<file path="src/rtl/fetch_pkg.sv">
// Shared types and constants for the instruction fetch unit.
package fetch_pkg;

    typedef enum logic [1:0] {
        IDLE    = 2'd0,
        WAIT    = 2'd1,
        DISCARD = 2'd2
    } fetch_state_t;

    localparam int          INSTR_W = 32;
    localparam logic [31:0] PC_INC  = 32'd4;

    // Increment that sticks at all-ones instead of wrapping.
    function automatic logic [31:0] satInc(input logic [31:0] value);
        return (value == 32'hFFFF_FFFF) ? value : value + 32'd1;
    endfunction

endpackage

</file>
<file path="src/rtl/fetch_fifo.sv">
// Prefetch FIFO holding {instruction, pc_plus4} pairs. Flush clears all
// entries and wins over push/pop in the same cycle. popData reads zero when
// empty so downstream sees clean outputs.
module fetch_fifo
    import fetch_pkg::*;
#(
    parameter int DEPTH = 4,
    parameter int WIDTH = 2 * INSTR_W
) (
    input  logic                     clk,
    input  logic                     reset,
    input  logic                     push,
    input  logic [WIDTH-1:0]         pushData,
    input  logic                     pop,
    input  logic                     flush,
    output logic [WIDTH-1:0]         popData,
    output logic [$clog2(DEPTH):0]   count,
    output logic                     empty
);

    localparam int             PW   = $clog2(DEPTH);
    localparam logic [PW:0]    FULL = (PW + 1)'(DEPTH);

    logic [WIDTH-1:0] mem [DEPTH];
    logic [PW-1:0]    wrPtr;
    logic [PW-1:0]    rdPtr;
    logic             doPush;
    logic             doPop;

    assign empty   = (count == '0);
    assign doPush  = push && (count != FULL) && !flush;
    assign doPop   = pop && !empty && !flush;
    assign popData = empty ? '0 : mem[rdPtr];

    // Pointer and occupancy tracking; pointers wrap naturally at DEPTH.
    always_ff @(posedge clk or negedge reset) begin
        if (!reset) begin
            wrPtr <= '0;
            rdPtr <= '0;
            count <= '0;
        end else if (flush) begin
            wrPtr <= '0;
            rdPtr <= '0;
            count <= '0;
        end else begin
            if (doPush) wrPtr <= wrPtr + 1'b1;
            if (doPop)  rdPtr <= rdPtr + 1'b1;
            case ({doPush, doPop})
                2'b10:   count <= count + 1'b1;
                2'b01:   count <= count - 1'b1;
                default: count <= count;
            endcase
        end
    end

    // Storage write; contents need no reset because popData is gated by empty.
    always_ff @(posedge clk) begin
        if (doPush) mem[wrPtr] <= pushData;
    end

endmodule

</file>
<file path="src/rtl/instr_fetch_unit.sv">
// Instruction fetch stage: issues one outstanding req/ack fetch at a time,
// reserving a FIFO slot at issue so returned words always fit. Redirects
// flush the FIFO; a request already in flight is finished and its word
// dropped (DISCARD state).
// Optional build macro FETCH_PERF_EN adds perf_fetch_cnt / perf_flush_cnt.
module instr_fetch_unit
    import fetch_pkg::*;
#(
    parameter int          DEPTH    = 4,
    parameter logic [31:0] RESET_PC = 32'h0000_0000
) (
    input  logic               clk,
    input  logic               reset,
    output logic               imem_req,
    output logic [31:0]        imem_addr,
    input  logic               imem_ack,
    input  logic [INSTR_W-1:0] imem_rdata,
    input  logic               redirect_valid,
    input  logic [31:0]        redirect_pc,
    input  logic               stall_d,
    output logic               instr_valid,
    output logic [INSTR_W-1:0] instr_out,
    output logic [31:0]        pc_plus4_out
`ifdef FETCH_PERF_EN
    ,
    output logic [31:0]        perf_fetch_cnt,
    output logic [31:0]        perf_flush_cnt
`endif
);

    localparam int          CW      = $clog2(DEPTH) + 1;
    localparam logic [CW-1:0] DEPTH_C = CW'(DEPTH);

    fetch_state_t          state, stateNext;
    logic [31:0]           reqAddr, reqAddrNext;
    logic [31:0]           fetchPc, fetchPcNext;
    logic                  push, pop, flush;
    logic [CW-1:0]         count;
    logic [CW-1:0]         occNext;
    logic                  fifoEmpty;
    logic                  slotFree;
    logic [2*INSTR_W-1:0]  popData;

    // The in-flight request occupies a slot of its own; the next one may
    // issue only if the FIFO, after this cycle's push/pop, still has room.
    assign push     = (state == WAIT) && imem_ack && !redirect_valid;
    assign pop      = !fifoEmpty && !stall_d && !redirect_valid;
    assign flush    = redirect_valid;
    assign occNext  = count + CW'(push) - CW'(pop);
    assign slotFree = (occNext < DEPTH_C);

    fetch_fifo #(
        .DEPTH (DEPTH),
        .WIDTH (2 * INSTR_W)
    ) u_fifo (
        .clk      (clk),
        .reset    (reset),
        .push     (push),
        .pushData ({imem_rdata, reqAddr + PC_INC}),
        .pop      (pop),
        .flush    (flush),
        .popData  (popData),
        .count    (count),
        .empty    (fifoEmpty)
    );

    // State, request address and next fetch PC registers.
    always_ff @(posedge clk or negedge reset) begin
        if (!reset) begin
            state   <= IDLE;
            reqAddr <= RESET_PC;
            fetchPc <= RESET_PC;
        end else begin
            state   <= stateNext;
            reqAddr <= reqAddrNext;
            fetchPc <= fetchPcNext;
        end
    end

    // Next-state, issue and redirect handling.
    always_comb begin
        stateNext   = state;
        reqAddrNext = reqAddr;
        fetchPcNext = fetchPc;
        case (state)
            IDLE: begin
                if (redirect_valid) begin
                    stateNext   = WAIT;
                    reqAddrNext = redirect_pc;
                    fetchPcNext = redirect_pc + PC_INC;
                end else if (slotFree) begin
                    stateNext   = WAIT;
                    reqAddrNext = fetchPc;
                    fetchPcNext = fetchPc + PC_INC;
                end
            end
            WAIT: begin
                if (imem_ack) begin
                    if (redirect_valid) begin
                        reqAddrNext = redirect_pc;
                        fetchPcNext = redirect_pc + PC_INC;
                    end else if (slotFree) begin
                        reqAddrNext = fetchPc;
                        fetchPcNext = fetchPc + PC_INC;
                    end else begin
                        stateNext = IDLE;
                    end
                end else if (redirect_valid) begin
                    stateNext   = DISCARD;
                    fetchPcNext = redirect_pc;
                end
            end
            DISCARD: begin
                if (redirect_valid) fetchPcNext = redirect_pc;
                if (imem_ack)       stateNext   = IDLE;
            end
            default: stateNext = IDLE;
        endcase
    end

    assign imem_req     = (state == WAIT) || (state == DISCARD);
    assign imem_addr    = reqAddr;
    assign instr_valid  = !fifoEmpty;
    assign instr_out    = popData[2*INSTR_W-1:INSTR_W];
    assign pc_plus4_out = popData[31:0];

`ifdef FETCH_PERF_EN
    // Saturating counts of accepted words and redirect cycles.
    always_ff @(posedge clk or negedge reset) begin
        if (!reset) begin
            perf_fetch_cnt <= '0;
            perf_flush_cnt <= '0;
        end else begin
            if (push)           perf_fetch_cnt <= satInc(perf_fetch_cnt);
            if (redirect_valid) perf_flush_cnt <= satInc(perf_flush_cnt);
        end
    end
`endif

endmodule
</file>
<file path="config.mk">
export PLATFORM = sky130hd
export DESIGN_NAME = instr_fetch_unit
export DESIGN_NICKNAME = d
export VERILOG_FILES = /design/src/rtl/fetch_pkg.sv /design/src/rtl/fetch_fifo.sv /design/src/rtl/instr_fetch_unit.sv
export SDC_FILE = /design/constraint.sdc
export NUM_CORES = 1
export LEC_CHECK = 0
export BUFFER_PORTS_ARGS = -buffer_cell sky130_fd_sc_hd__buf_2
export CAP_MARGIN = 20
export CORE_MARGIN = 2
export CORE_UTILIZATION = 50
export DETAILED_ROUTE_END_ITERATION = 10
export HOLD_SLACK_MARGIN = 0.08
export PLACE_DENSITY = 0.72
export REMOVE_ABC_BUFFERS = 1
export SETUP_SLACK_MARGIN = 0.5
export SLEW_MARGIN = 0
export SYNTH_ARGS = -nofsm -noshare
export SYNTH_HDL_FRONTEND = slang
export SYNTH_SLANG_ARGS = --single-unit
</file>
<file path="constraint.sdc">
create_clock -name clk -period 3.2 [get_ports clk]
set_clock_uncertainty 0.15 [all_clocks]
set_input_delay 0.64 -clock clk [delete_from_list [all_inputs] [get_ports clk]]
set_output_delay 0.64 -clock clk [all_outputs]
set_load 0.01 [all_outputs]
</file>
==> impl_metrics.json <==
{
  "grtUsageTotal": 0.240,
  "area_growth_syn_to_layout_pct": 29.8,
  "fin_ws_ns": 0.271,
  "numCtsBuffers": 35,
  "max_slew_margin": 0.356,
  "core.rowCount": 64,
  "drive_gt1_frac": 0.390,
  "start_util": 0.505,
  "p_leak_nw": 7.19,
  "critical_path.max_stage_delay_ns": 0.39,
  "finalCriticalPeriod_ns": 2.93,
  "drt_wl_total_um": 39700,
  "fmax_mhz": 341,
  "clock_path_buffers": 3,
  "clk_pin_slew_ns": 0.06,
  "cts.htree.levels": 2,
  "core-area_um2": 30400,
  "final_cells": 1760,
  "grt_pass1_wl_um": 58700,
  "route.vias.total": 10500,
  "peakVddDrop_mv": 0.602,
  "cp_cell_sequence": "nor3_2 > nor3_2 > ha_2 > inv_2 > ha_4 > nor2b_4 > a41oi_2 > buf_4 > xnor2_4 > buf_6 > a22oi_2 > buf_12 > buf_12 > mux2_4",
  "cap_violations": 0,
  "first_iter_violations": 965,
  "async_flop_share": 0.222,
  "ys_top_cells_by_area": "edfxtp_1 (50%), dfrtp_1 (12%), mux4_2 (9.4%), and2_1 (2.8%), mux2i_1 (2.3%)",
  "min_path_cells": 1,
  "drcViolationCount": 0,
  "synth_seq_area_share": 0.619,
  "r2r-start": "u_fifo.count[2]",
  "grt_remaining_overflow": 0,
  "slew_viol_final": 0,
  "clkLatencyLatePin_ns": 0.51,
  "post_drt_wl_per_cell_um": 22.6,
  "timing.final.crit_share": 0.915,
  "synth_top_family_by_area": "simple AND/OR/NAND/NOR gates",
  "pre_cts_ws_ns": -0.184,
  "cts_tree": "done",
  "min_path_type": "in -> reg",
  "synth_mux_area_frac": 0.121,
  "io_pins": 167,
  "synthCells": 1103,
  "final_antenna_net_count": 0,
  "slowest_stage": "dfrtp_1",
  "ys.flop_type": "edfxtp_1",
  "tns_ns": 0,
  "placed_cells": 1658,
  "grt_pass1_vias": 10400,
  "ff2ff_path_depth": 14,
  "holdPathEnd": "u_fifo.mem[0][57]",
  "dp_hpwl_um": 24600,
  "cp.required_ns": 3.44,
  "antenna_found_initial": 0,
  "status": "completed",
  "die-area_um2": 32200,
  "synth_area_um2": 15400,
  "ys_types": 65,
  "routed_via_density": 5.97,
  "dr.pass1.iters": 6,
  "synth_compound_area_frac": 0.0691,
  "synth-edff-count": 256,
  "min-delay-start": "imem_rdata[25]",
  "die_x_um": 179,
  "powerDensity_nw_per_um2": 989,
  "path_max_fanout": 6,
  "ys_ff_latch": 329,
  "worstMarginPinSlew_ns": 0.959,
  "critPathCaptureType": "register",
  "synth_top_area_frac": 0.500,
  "criticalPathCategory": "reg -> reg",
  "yosys.area_share.simple": 0.121,
  "crit_arrival_ns": 3.17,
  "cts.sinks": 329,
  "port_buffers": 166,
  "power.total_mw": 19.7,
  "rsz0062_at_grt": "yes",
  "synth_xor_area_frac": 0.0336,
  "place_congestion": 0.900,
  "rrSetupSlack_ns": 0.27,
  "finalSetupViolCount": 0,
  "die_y_um": 179,
  "yosysTopAreaCell": "edfxtp_1",
  "grt_max_degree": 65,
  "syn_avg_cell_area_um2": 13.9,
  "clockRootBuffer": "clkbuf_16",
  "nets": 1423,
  "hold_viol_final": 0,
  "yosys_warnings": 0,
  "synth_fa_ha_area_frac": 0.0119,
  "r2r_end": "imem_addr[29]",
  "crit_path_start_kind": "register"
}
flip-flops by register name (all words and copies together), names as in the netlist:
signal,cells
fetchPc,32
imem_addr,32
state,2
u_fifo.count,3
u_fifo.mem,256
u_fifo.rdPtr,2
u_fifo.wrPtr,2
metrics by stage:
stage / hold slack (ns) / area [µm²] / utilization
final: 0.185 / 19900 / 0.655
after global routing: 0.177 / 19900 / 0.655
after CTS: 0.162 / 19000 / 0.626
after detailed placement: 0.334 / 17100 / 0.561
after global placement: 0.324 / 17100 / 0.561
after floorplan: 0.194 / 15100 / -
synth_stat cells (3+ instances only):
| cell type | number |
|---|---|
| xor2_1 | 22 |
| nand4_1 | 25 |
| a21oi_1 | 55 |
| o31ai_1 | 4 |
| nor2_1 | 68 |
| mux4_2 | 64 |
| and4_1 | 11 |
| a31oi_1 | 16 |
| mux2i_1 | 36 |
| o311ai_0 | 4 |
| clkbuf_1 | 47 |
| buf_1 | 6 |
| nor4_1 | 16 |
| buf_4 | 5 |
| buf_2 | 11 |
| dfrtp_1 | 73 |
| mux2_2 | 5 |
| nand2b_1 | 4 |
| inv_1 | 14 |
| o21ai_0 | 37 |
| a22oi_1 | 4 |
| and3_1 | 19 |
| a222oi_1 | 8 |
| a32o_1 | 3 |
| nand2_1 | 46 |
| ha_1 | 13 |
| nand3_1 | 47 |
| and2_1 | 69 |
| edfxtp_1 | 256 |
| nor3_1 | 22 |
| xnor2_1 | 37 |
| o211ai_1 | 6 |
| a221oi_1 | 3 |
| nor2b_1 | 7 |
how the worst max path moves through the flow:
stage / start / endpoint / cells after the start
floorplan: stall_d / imem_addr[29] / 9
global placement: stall_d / fetchPc[24] / 13
detailed placement: stall_d / fetchPc[24] / 13
CTS: u_fifo.rdPtr[0] / pc_plus4_out[26] / 5
global route: u_fifo.count[2] / imem_addr[23] / 16
finish: u_fifo.count[2] / imem_addr[29] / 14
layout by cell type (no fill, tap or decap), types with 9 or more instances in the layout:
cell       Yosys  final
nand4_1       25     25
a21oi_2        0     32
buf_4          5     43
a31oi_1       16     16
xor2_1        22     21
mux4_2        64     64
nand3_1       47     47
clkbuf_1      47     11
edfxtp_1     256    256
o21ai_1        2     19
ha_1          13     10
o21ai_0       37     20
mux2i_1       36     36
nor3_1        22     17
and2_4         0     59
and2_1        69     10
buf_6          2     72
a21oi_1       55     23
buf_16         0      9
clkbuf_16      0     41
buf_2         11    111
xnor2_1       37     36
inv_1         14     11
buf_12         0     25
dfrtp_1       73     71
and4_1        11     10
nand2_1       46     46
nor2_1        68     57
and3_1        19     18
critical path, delay by kind of cell, from the launching register on:
kind,cells,cell delay [ns]
AO/OA/AOI/OAI,2,0.40
XOR/XNOR,1,0.08
adder cells (fa/ha/maj),2,0.37
buffers and inverters,5,0.69
flip-flops,1,0.39
multiplexers,1,0.29
AND/OR/NAND/NOR,3,0.43
kinds of logic after synthesis:
group	Yosys count
and+or+nand+nor	345
DFF	329
AOI/OAI and AO/OA	166
muxes	105
buffers and inverters	85
xor gates and xnor gates	59
adders and majority gates	14
report_power, final:
group	leakage [nW]	switching, mW	internal [mW]
clock network	0.514	1.60	2.19
registers	3.19	0.754	5.57
logic	3.48	4.56	5.05
metal layers:
layer / GRT usage / share of wire
met5: 0 / 0
met4: 0.0803 / 0.027
met3: 0.0437 / 0.067
met2: 0.398 / 0.50
met1: 0.321 / 0.41
what timing repair did:
action / CTS / global route
endpoints found under the setup margin: 125 / 184
pin swaps: 49 / 67
endpoints found under the hold margin: 11 / 0
buffers inserted: 19 / 6
resized for setup: 129 / 171
hold buffers: 1 / 0
cloned: 9 / 6
layout make-up:
type	instances	area, µm²
antenna	1	2.50
clock buffer	46	917
clock inverter	14	144
fill	2164	10500
inverter	14	60.1
multi-input combinational	689	6150
sequential	329	9520
tap	396	495
timing repair buffer	271	2660
(Power assumes the default switching activity.)
